===== src/rtl/axi_wlink.sv =====
// W-channel loopback link: a master streams sampled data_in as fixed-length bursts,
// and a slave accepts one burst per key press. Define WLINK_STATS_EN for burst_cnt/beat_err.
module axi_wlink #(
    parameter int DATA_W    = 32,
    parameter int BURST_LEN = 4
) (
    input  logic              clk,
    input  logic              rstn,
    input  logic              key,
    input  logic [DATA_W-1:0] data_in,
    output logic [DATA_W-1:0] w_data,
    output logic              w_valid,
    output logic              w_last,
    output logic              w_ready,
    output logic [DATA_W-1:0] r_wdata,
    output logic              rx_done
`ifdef WLINK_STATS_EN
    ,
    output logic [15:0]       burst_cnt,
    output logic [0:0]        beat_err
`endif
);

    typedef enum logic [1:0] {M_IDLE, M_LOAD, M_SEND} mstate_e;
    typedef enum logic       {S_IDLE, S_RECV}         sstate_e;

    localparam logic [7:0] LAST_IDX = 8'(BURST_LEN - 1);

    mstate_e           m_state_q, m_state_d;
    sstate_e           s_state_q, s_state_d;
    logic [DATA_W-1:0] w_data_q, w_data_d;
    logic              w_valid_q, w_valid_d;
    logic              w_last_q, w_last_d;
    logic [7:0]        mbeat_q, mbeat_d;
    logic              w_ready_q, w_ready_d;
    logic [DATA_W-1:0] r_wdata_q, r_wdata_d;
    logic              rx_done_q, rx_done_d;
    logic              key_q;
    logic              start;
    logic              hs;

    assign hs    = w_valid_q & w_ready_q;
    assign start = key & ~key_q;

    // ---------------- master ----------------
    always_ff @(posedge clk or negedge rstn) begin
        if (!rstn) begin
            m_state_q <= M_IDLE;
            w_data_q  <= '0;
            w_valid_q <= 1'b0;
            w_last_q  <= 1'b0;
            mbeat_q   <= '0;
        end else begin
            m_state_q <= m_state_d;
            w_data_q  <= w_data_d;
            w_valid_q <= w_valid_d;
            w_last_q  <= w_last_d;
            mbeat_q   <= mbeat_d;
        end
    end

    always_comb begin
        m_state_d = m_state_q;
        w_data_d  = w_data_q;
        w_valid_d = w_valid_q;
        w_last_d  = w_last_q;
        mbeat_d   = mbeat_q;
        case (m_state_q)
            M_IDLE: begin
                w_valid_d = 1'b0;
                m_state_d = M_LOAD;
            end
            M_LOAD: begin
                w_data_d  = data_in;
                w_valid_d = 1'b1;
                mbeat_d   = '0;
                w_last_d  = (BURST_LEN == 1);
                m_state_d = M_SEND;
            end
            M_SEND: begin
                // Without a handshake everything holds; valid never waits on ready.
                if (hs) begin
                    if (w_last_q) begin
                        w_valid_d = 1'b0;
                        w_last_d  = 1'b0;
                        m_state_d = M_IDLE;
                    end else begin
                        mbeat_d  = mbeat_q + 8'd1;
                        w_data_d = data_in;
                        w_last_d = (mbeat_q + 8'd1 == LAST_IDX);
                    end
                end
            end
            default: m_state_d = M_IDLE;
        endcase
    end

    // ---------------- slave ----------------
    always_ff @(posedge clk or negedge rstn) begin
        if (!rstn) begin
            s_state_q <= S_IDLE;
            w_ready_q <= 1'b0;
            r_wdata_q <= '0;
            rx_done_q <= 1'b0;
            key_q     <= 1'b0;
        end else begin
            s_state_q <= s_state_d;
            w_ready_q <= w_ready_d;
            r_wdata_q <= r_wdata_d;
            rx_done_q <= rx_done_d;
            key_q     <= key;
        end
    end

    always_comb begin
        s_state_d = s_state_q;
        w_ready_d = w_ready_q;
        r_wdata_d = r_wdata_q;
        rx_done_d = 1'b0;
        case (s_state_q)
            S_IDLE: begin
                if (start) begin
                    w_ready_d = 1'b1;
                    s_state_d = S_RECV;
                end
            end
            S_RECV: begin
                // Key edges are ignored here; only w_last ends the receive.
                if (hs) begin
                    r_wdata_d = w_data_q;
                    if (w_last_q) begin
                        w_ready_d = 1'b0;
                        rx_done_d = 1'b1;
                        s_state_d = S_IDLE;
                    end
                end
            end
            default: s_state_d = S_IDLE;
        endcase
    end

`ifdef WLINK_STATS_EN
    logic [7:0]  sbeat_q, sbeat_d;
    logic        armed_full_q, armed_full_d;
    logic [15:0] burst_cnt_q, burst_cnt_d;
    logic        beat_err_q, beat_err_d;

    always_ff @(posedge clk or negedge rstn) begin
        if (!rstn) begin
            sbeat_q      <= '0;
            armed_full_q <= 1'b0;
            burst_cnt_q  <= '0;
            beat_err_q   <= 1'b0;
        end else begin
            sbeat_q      <= sbeat_d;
            armed_full_q <= armed_full_d;
            burst_cnt_q  <= burst_cnt_d;
            beat_err_q   <= beat_err_d;
        end
    end

    always_comb begin
        sbeat_d      = sbeat_q;
        armed_full_d = armed_full_q;
        burst_cnt_d  = burst_cnt_q;
        beat_err_d   = beat_err_q;
        // A length check is only meaningful if the slave saw the burst from beat 0.
        if (s_state_q == S_IDLE && start)
            armed_full_d = (m_state_q != M_SEND) || (mbeat_q == 8'd0);
        if (s_state_q == S_RECV && hs) begin
            if (w_last_q) begin
                sbeat_d = '0;
                if (armed_full_q && ({1'b0, sbeat_q} + 9'd1 != 9'(BURST_LEN)))
                    beat_err_d = 1'b1;
            end else begin
                sbeat_d = sbeat_q + 8'd1;
            end
        end
        if (rx_done_d)
            burst_cnt_d = burst_cnt_q + 16'd1;
    end

    assign burst_cnt = burst_cnt_q;
    assign beat_err  = beat_err_q;
`endif

    assign w_data  = w_data_q;
    assign w_valid = w_valid_q;
    assign w_last  = w_last_q;
    assign w_ready = w_ready_q;
    assign r_wdata = r_wdata_q;
    assign rx_done = rx_done_q;

endmodule


===== config.mk =====
export PLATFORM = sky130hd
export DESIGN_NAME = axi_wlink
export DESIGN_NICKNAME = d
export VERILOG_FILES = /design/src/rtl/axi_wlink.sv
export SDC_FILE = /design/constraint.sdc
export NUM_CORES = 1
export LEC_CHECK = 0
export CORE_MARGIN = 10
export CORE_UTILIZATION = 44
export CTS_BUF_LIST = sky130_fd_sc_hd__clkbuf_16
export DETAILED_ROUTE_END_ITERATION = 12
export GPL_ROUTABILITY_DRIVEN = 0
export GPL_TIMING_DRIVEN = 0
export PLACE_DENSITY = 0.77
export RECOVER_POWER = 25
export SYNTH_ARGS = -nofsm -noshare
export SYNTH_HDL_FRONTEND = slang
export SYNTH_SLANG_ARGS = --single-unit

===== constraint.sdc =====
create_clock -name clk -period 1.8 [get_ports clk]
set_input_delay 0.18 -clock clk [delete_from_list [all_inputs] [get_ports clk]]
set_output_delay 0.18 -clock clk [all_outputs]
set_load 0.1 [all_outputs]

Word level (Yosys, flattened, before mapping)
Cells that the tools add are included.
{ "op_classes": {"n_reduce_logical": 9, "eq_ne": 9, "n_addsub": 1, "bitwise_logic": 4, "mux": 24} }
{ "ops": {"columns": ["cell", "count"], "rows": [
  ["32-bit two-way mux", 2],
  ["32-bit case mux with 2 select lines", 1],
  ["8-bit two-way mux", 2],
  ["8-bit case mux with 2 select lines", 1],
  ["1-bit two-way mux", 11],
  ["3-bit AND reduction", 3],
  ["8-bit by 1-bit adder with 8-bit output (second input constant)", 1],
  ["8-bit by 2-bit == test with 1-bit output (second input constant)", 1],
  ["2-bit != test (second input constant)", 4],
  ["1-bit case mux with 2 select lines", 3],
  ["2-bit case mux with 3 select lines", 1],
  ["2-bit AND reduction", 3],
  ["2-bit two-way mux", 2],
  ["2-bit by 1-bit != test with 1-bit output (second input constant)", 2],
  ["1-bit case mux with 3 select lines", 1],
  ["3-bit nonzero test", 1],
  ["1-bit bitwise AND", 2],
  ["2-bit by 1-bit == test with 1-bit output (second input constant)", 1],
  ["2-bit == test (second input constant)", 1],
  ["2-bit zero test", 1],
  ["1-bit NOT", 2],
  ["2-bit nonzero test", 1]
]} }
{ "totals": {"register_bits": 80, "in_bits": 35, "out_inout_bits": 68, "word_cells": 57} }

Depth between registers and ports, before layout
{ "depth": {"word_depth": 5, "depth_mapped": 6} }

Least setup slack after synthesis
No wires, ideal clock.
{ "synth_timing": {"path_type": "reg-to-reg", "start": "reg w_ready_q, in the netlist w_ready", "end": "reg w_data_q[14], in the netlist w_data[14]", "setup_time_ps": 126, "arrival_time_ps": 2131, "path_buffers": 2, "required_ps": 1674, "path_slack_ps": -457, "stages_incl_launch_ff": 6, "path_cell_list": "dfrtp_1 -> nand2_1 -> o31ai_4 -> buf_6 -> buf_6 -> mux2_2"} }
{ "synth_via": {"elab_chain_cells": 3} }
{ "synth_lines": {"columns": ["item", "line", "text"], "rows": [
  ["from (decl)", "35", "logic w_ready_q, w_ready_d;"],
  ["from (signal assigned)", "108", "w_ready_q <= w_ready_d;"],
  ["1-bit bitwise AND", "42", "assign hs = w_valid_q & w_ready_q;"],
  ["2-bit != test (no source line)", null, null],
  ["3-bit AND reduction (no source line)", null, null],
  ["to (signal assigned)", "55", "w_data_q <= w_data_d;"],
  ["to (decl)", "31", "logic [DATA_W-1:0] w_data_q, w_data_d;"]
]} }
No other way between the ends.
A chain may end at the register's enable or synchronous reset.

Worst setup path in the final report
{ "layout_timing": {"start": "reg w_valid_q, in the netlist w_valid", "end": "out w_valid"} }
{ "layout_lines": {"columns": ["item", "line", "text"], "rows": [
  ["from (decl)", "32", "logic w_valid_q, w_valid_d;"],
  ["from (signal assigned)", "56", "w_valid_q <= w_valid_d;"],
  ["to (decl)", "12", "output logic w_valid,"]
]} }
No word-level cell between the ends.

==> impl_metrics.tcl <==
set metrics [dict create \
    critical_path.slowest_cell "sky130_fd_sc_hd__clkdlybuf4s15_1" \
    drt-total-wl_um 7600 \
    number_of_vias_after_detailed_routing 2175 \
    io_buffer_count 102 \
    holdCritPathClass "in -> reg" \
    post_route_cells_drive_above_1_share_pct 28.9 \
    drc_violations_left 0 \
    tightest_slew_ns 0.997 \
    place.detailed.hpwl_um 5490 \
    edff_count_synth 0 \
    period_needed_ns 1.77 \
    critPathCaptureType "primary output" \
    post-synth-top-count-cell "sky130_fd_sc_hd__dfrtp_1" \
    critical_path_peak_fanout 5 \
    final_net_count 372 \
    grt_pass1_vias 2350 \
    design.die.area_um2 11100 \
    dpl_worst_slack_ns 0.0406 \
    fin_area_um2 4670 \
    design.core.area_um2 7180 \
    post_synth_instance_area_um2 3220 \
    timing.final.max_slew_violations 0 \
    pin_count_of_the_biggest_net_entering_global_routing 46 \
    critPathKind "reg -> out" \
    gr-total-overflow 0 \
    post-cts-setup-buffer-count 0 \
    rsz_0062_raised_after_global_routing "false" \
    vias_per_cell 4.97 \
    reg2reg_from "w_ready" \
    yosys.area.top_type_share_pct 62.3 \
    cts_made_buffers 9 \
    synth_cell_type_count 36 \
    fp-row-count 31 \
    start_util_pct 44.8 \
    die_h_um 105 \
    detailed_place.area_um2 4390 \
    setup_ws_ns 0.0310 \
    n_antenna_cell 0 \
    postSynthRegisterBits 80 \
    outcome "complete, no violations" \
    timing.max_slew.rel_slack_pct 33.8 \
    1st_pass_router_iterations 4 \
    antenna_found_initial 0 \
    routed_wire_per_std_cell_um 17.3 \
    ys_seq_area_share_pct 62.3 \
    final_antenna_net_count 0 \
    initialDrtViolationCount 69 \
    clk_pin_slew_worst_paths_ns 0.06 \
    setup_viol 0 \
    synth_top_flop_cell "sky130_fd_sc_hd__dfrtp_1" \
    min_from "key" \
    synth.area.top_cells "sky130_fd_sc_hd__dfrtp_1 (62%), sky130_fd_sc_hd__mux2_2 (23%), sky130_fd_sc_hd__nor3b_1 (0.93%)" \
    finalHoldViolations 0 \
    origin_of_the_worst_setup_path "w_valid" \
    synth_top_cells_by_count "sky130_fd_sc_hd__dfrtp_1 (80), sky130_fd_sc_hd__mux2_2 (65), sky130_fd_sc_hd__inv_1 (6), sky130_fd_sc_hd__nor2_1 (6), sky130_fd_sc_hd__buf_2 (5)" \
    synth_top_cell_by_area "sky130_fd_sc_hd__dfrtp_1" \
    finalCoreUtilization_pct 65.1 \
    pin_count 103 \
    cap_violations 0 \
    clockRootBuffer "sky130_fd_sc_hd__clkbuf_16" \
    clock_path_buffers 2 \
    grtUsageTotal_pct 13.9 \
    tritoncts "done" \
    fin_worst_skew_ns 0.00651 \
    ys_async_sr_fraction_pct 100 \
    cp-start-kind "flop" \
    worstPathCellList "clkdlybuf4s15_1" \
    highest_clock_rate_mhz 565 \
    crit_arrival_ns 1.59 \
    slowest_delay_ns 0.83 \
    htree_levels 3 \
    cpLargestDelayFamily "buffers and inverters" \
    crit_buf_inv 1 \
    worst_hold_slack_across_all_endpoints_ns 0.427 \
    first_pass_grt_wire_length_um 12400 \
    netlist_instances 220 \
    synth_warnings 0 \
    areaGrowthSynthToFinish_pct 45.4 \
    postSynthAreaPerCell_um2 14.6 \
    synth.net_count 257 \
    clk_latency_ns 0.33 \
    crit_required_ns 1.62 \
    chipWidth_um 105 \
    numClockSinks 80 \
    final_period_util_pct 98.3 \
]
-- cell families after synthesis --
family	synth area share, %
XOR/XNOR	0.817
AND/OR/NAND/NOR	5.14
AO/OA/AOI/OAI	5.53
flip-flops	62.3
buffers and inverters	2.41
adder cells (fa/ha/maj)	0.778
multiplexers	23.1
-- flip-flops by register name, summed over array words and instances, names as in the netlist --
| register | flops |
|---|---|
| r_wdata | 32 |
| w_data | 32 |
| mbeat_q | 8 |
| m_state_q | 2 |
| key_q | 1 |
| rx_done | 1 |
| s_state_q | 1 |
| w_last | 1 |
| w_ready | 1 |
| w_valid | 1 |
-- layout make-up --
type                    instances  area, um2
flip-flops and latches         80       2010
repair buffers                104        975
multi-input cells             125       1150
inverters                       6       22.5
well taps                      99        124
fillers                       568       2500
clock buffers                   9        225
clock inverters                 6        110
plain buffers                   9       61.3
-- path summary, 6_finish.rpt --
check / to / slack [ns] / depth (start not counted)
max: w_valid / 0.03 / 1
max reg2reg: w_data[16] / 0.10 / 5
min reg2reg: r_wdata[22] / 0.50 / 1
min in group asynchronous: w_data[18] / 0.53 / 2
max in group asynchronous: w_ready / 0.54 / 3
min: key_q / 0.43 / 1
-- worst register-to-register path, stage by stage (launching register included) --
cell and delay (ns):
sky130_fd_sc_hd__dfrtp_4 0.44, sky130_fd_sc_hd__nand2_1 0.12, sky130_fd_sc_hd__o31ai_4 0.32, sky130_fd_sc_hd__buf_6 0.21
sky130_fd_sc_hd__buf_6 0.16, sky130_fd_sc_hd__mux2_2 0.34
-- metal layers --
metal  vias up  wire length [um]  GRT usage (%)
met4         0                92           5.59
li1       1024                 -              -
met3         8               735           5.54
met1      1066              3200           16.2
met2        77              3570           22.4
met5         -                 0              0
-- cells in the final DEF, fill, tap and decap left out, types with 2 or more instances in the layout --
| cell type | Yosys | final |
|---|---|---|
| sky130_fd_sc_hd__o21ai_0 | 4 | 4 |
| sky130_fd_sc_hd__inv_1 | 6 | 7 |
| sky130_fd_sc_hd__clkbuf_16 | 0 | 9 |
| sky130_fd_sc_hd__clkdlybuf4s15_1 | 0 | 6 |
| sky130_fd_sc_hd__a31oi_1 | 2 | 2 |
| sky130_fd_sc_hd__clkbuf_4 | 0 | 2 |
| sky130_fd_sc_hd__nor2_1 | 6 | 6 |
| sky130_fd_sc_hd__buf_6 | 2 | 2 |
| sky130_fd_sc_hd__clkdlybuf4s50_1 | 0 | 32 |
| sky130_fd_sc_hd__buf_2 | 5 | 3 |
| sky130_fd_sc_hd__o22ai_1 | 2 | 2 |
| sky130_fd_sc_hd__and3_1 | 3 | 3 |
| sky130_fd_sc_hd__a21oi_1 | 2 | 2 |
| sky130_fd_sc_hd__dlygate4sd2_1 | 0 | 60 |
| sky130_fd_sc_hd__dlygate4sd3_1 | 0 | 2 |
| sky130_fd_sc_hd__nand4_1 | 3 | 3 |
| sky130_fd_sc_hd__bufinv_16 | 0 | 3 |
| sky130_fd_sc_hd__dfrtp_1 | 80 | 77 |
| sky130_fd_sc_hd__a21o_1 | 3 | 3 |
| sky130_fd_sc_hd__dfrtp_4 | 0 | 2 |
| sky130_fd_sc_hd__mux2_2 | 65 | 65 |
| sky130_fd_sc_hd__nand3_1 | 3 | 3 |
| sky130_fd_sc_hd__nand2b_1 | 4 | 3 |
| sky130_fd_sc_hd__xnor2_1 | 2 | 2 |
| sky130_fd_sc_hd__nand2_1 | 4 | 4 |
| sky130_fd_sc_hd__clkbuf_2 | 0 | 3 |
| sky130_fd_sc_hd__nor3b_1 | 4 | 4 |
-- timing repair --
item | in CTS | in global routing
hold buffers | 1 | 0
resized for setup | 72 | 12
endpoints found under the hold margin | 35 | 0
pin swaps | 0 | 0
endpoints found under the setup margin | 68 | 19
-- per-stage QoR --
stage	cells	TNS [ns]
after global placement	421	-177.24
after floorplan	220	0
after detailed placement	422	0
after global routing	438	0
after CTS	438	0
final	438	0
Power is left out: the tool's default activity adds up to more than one toggle a clock period on the data nets, which glitch-free logic cannot reach.
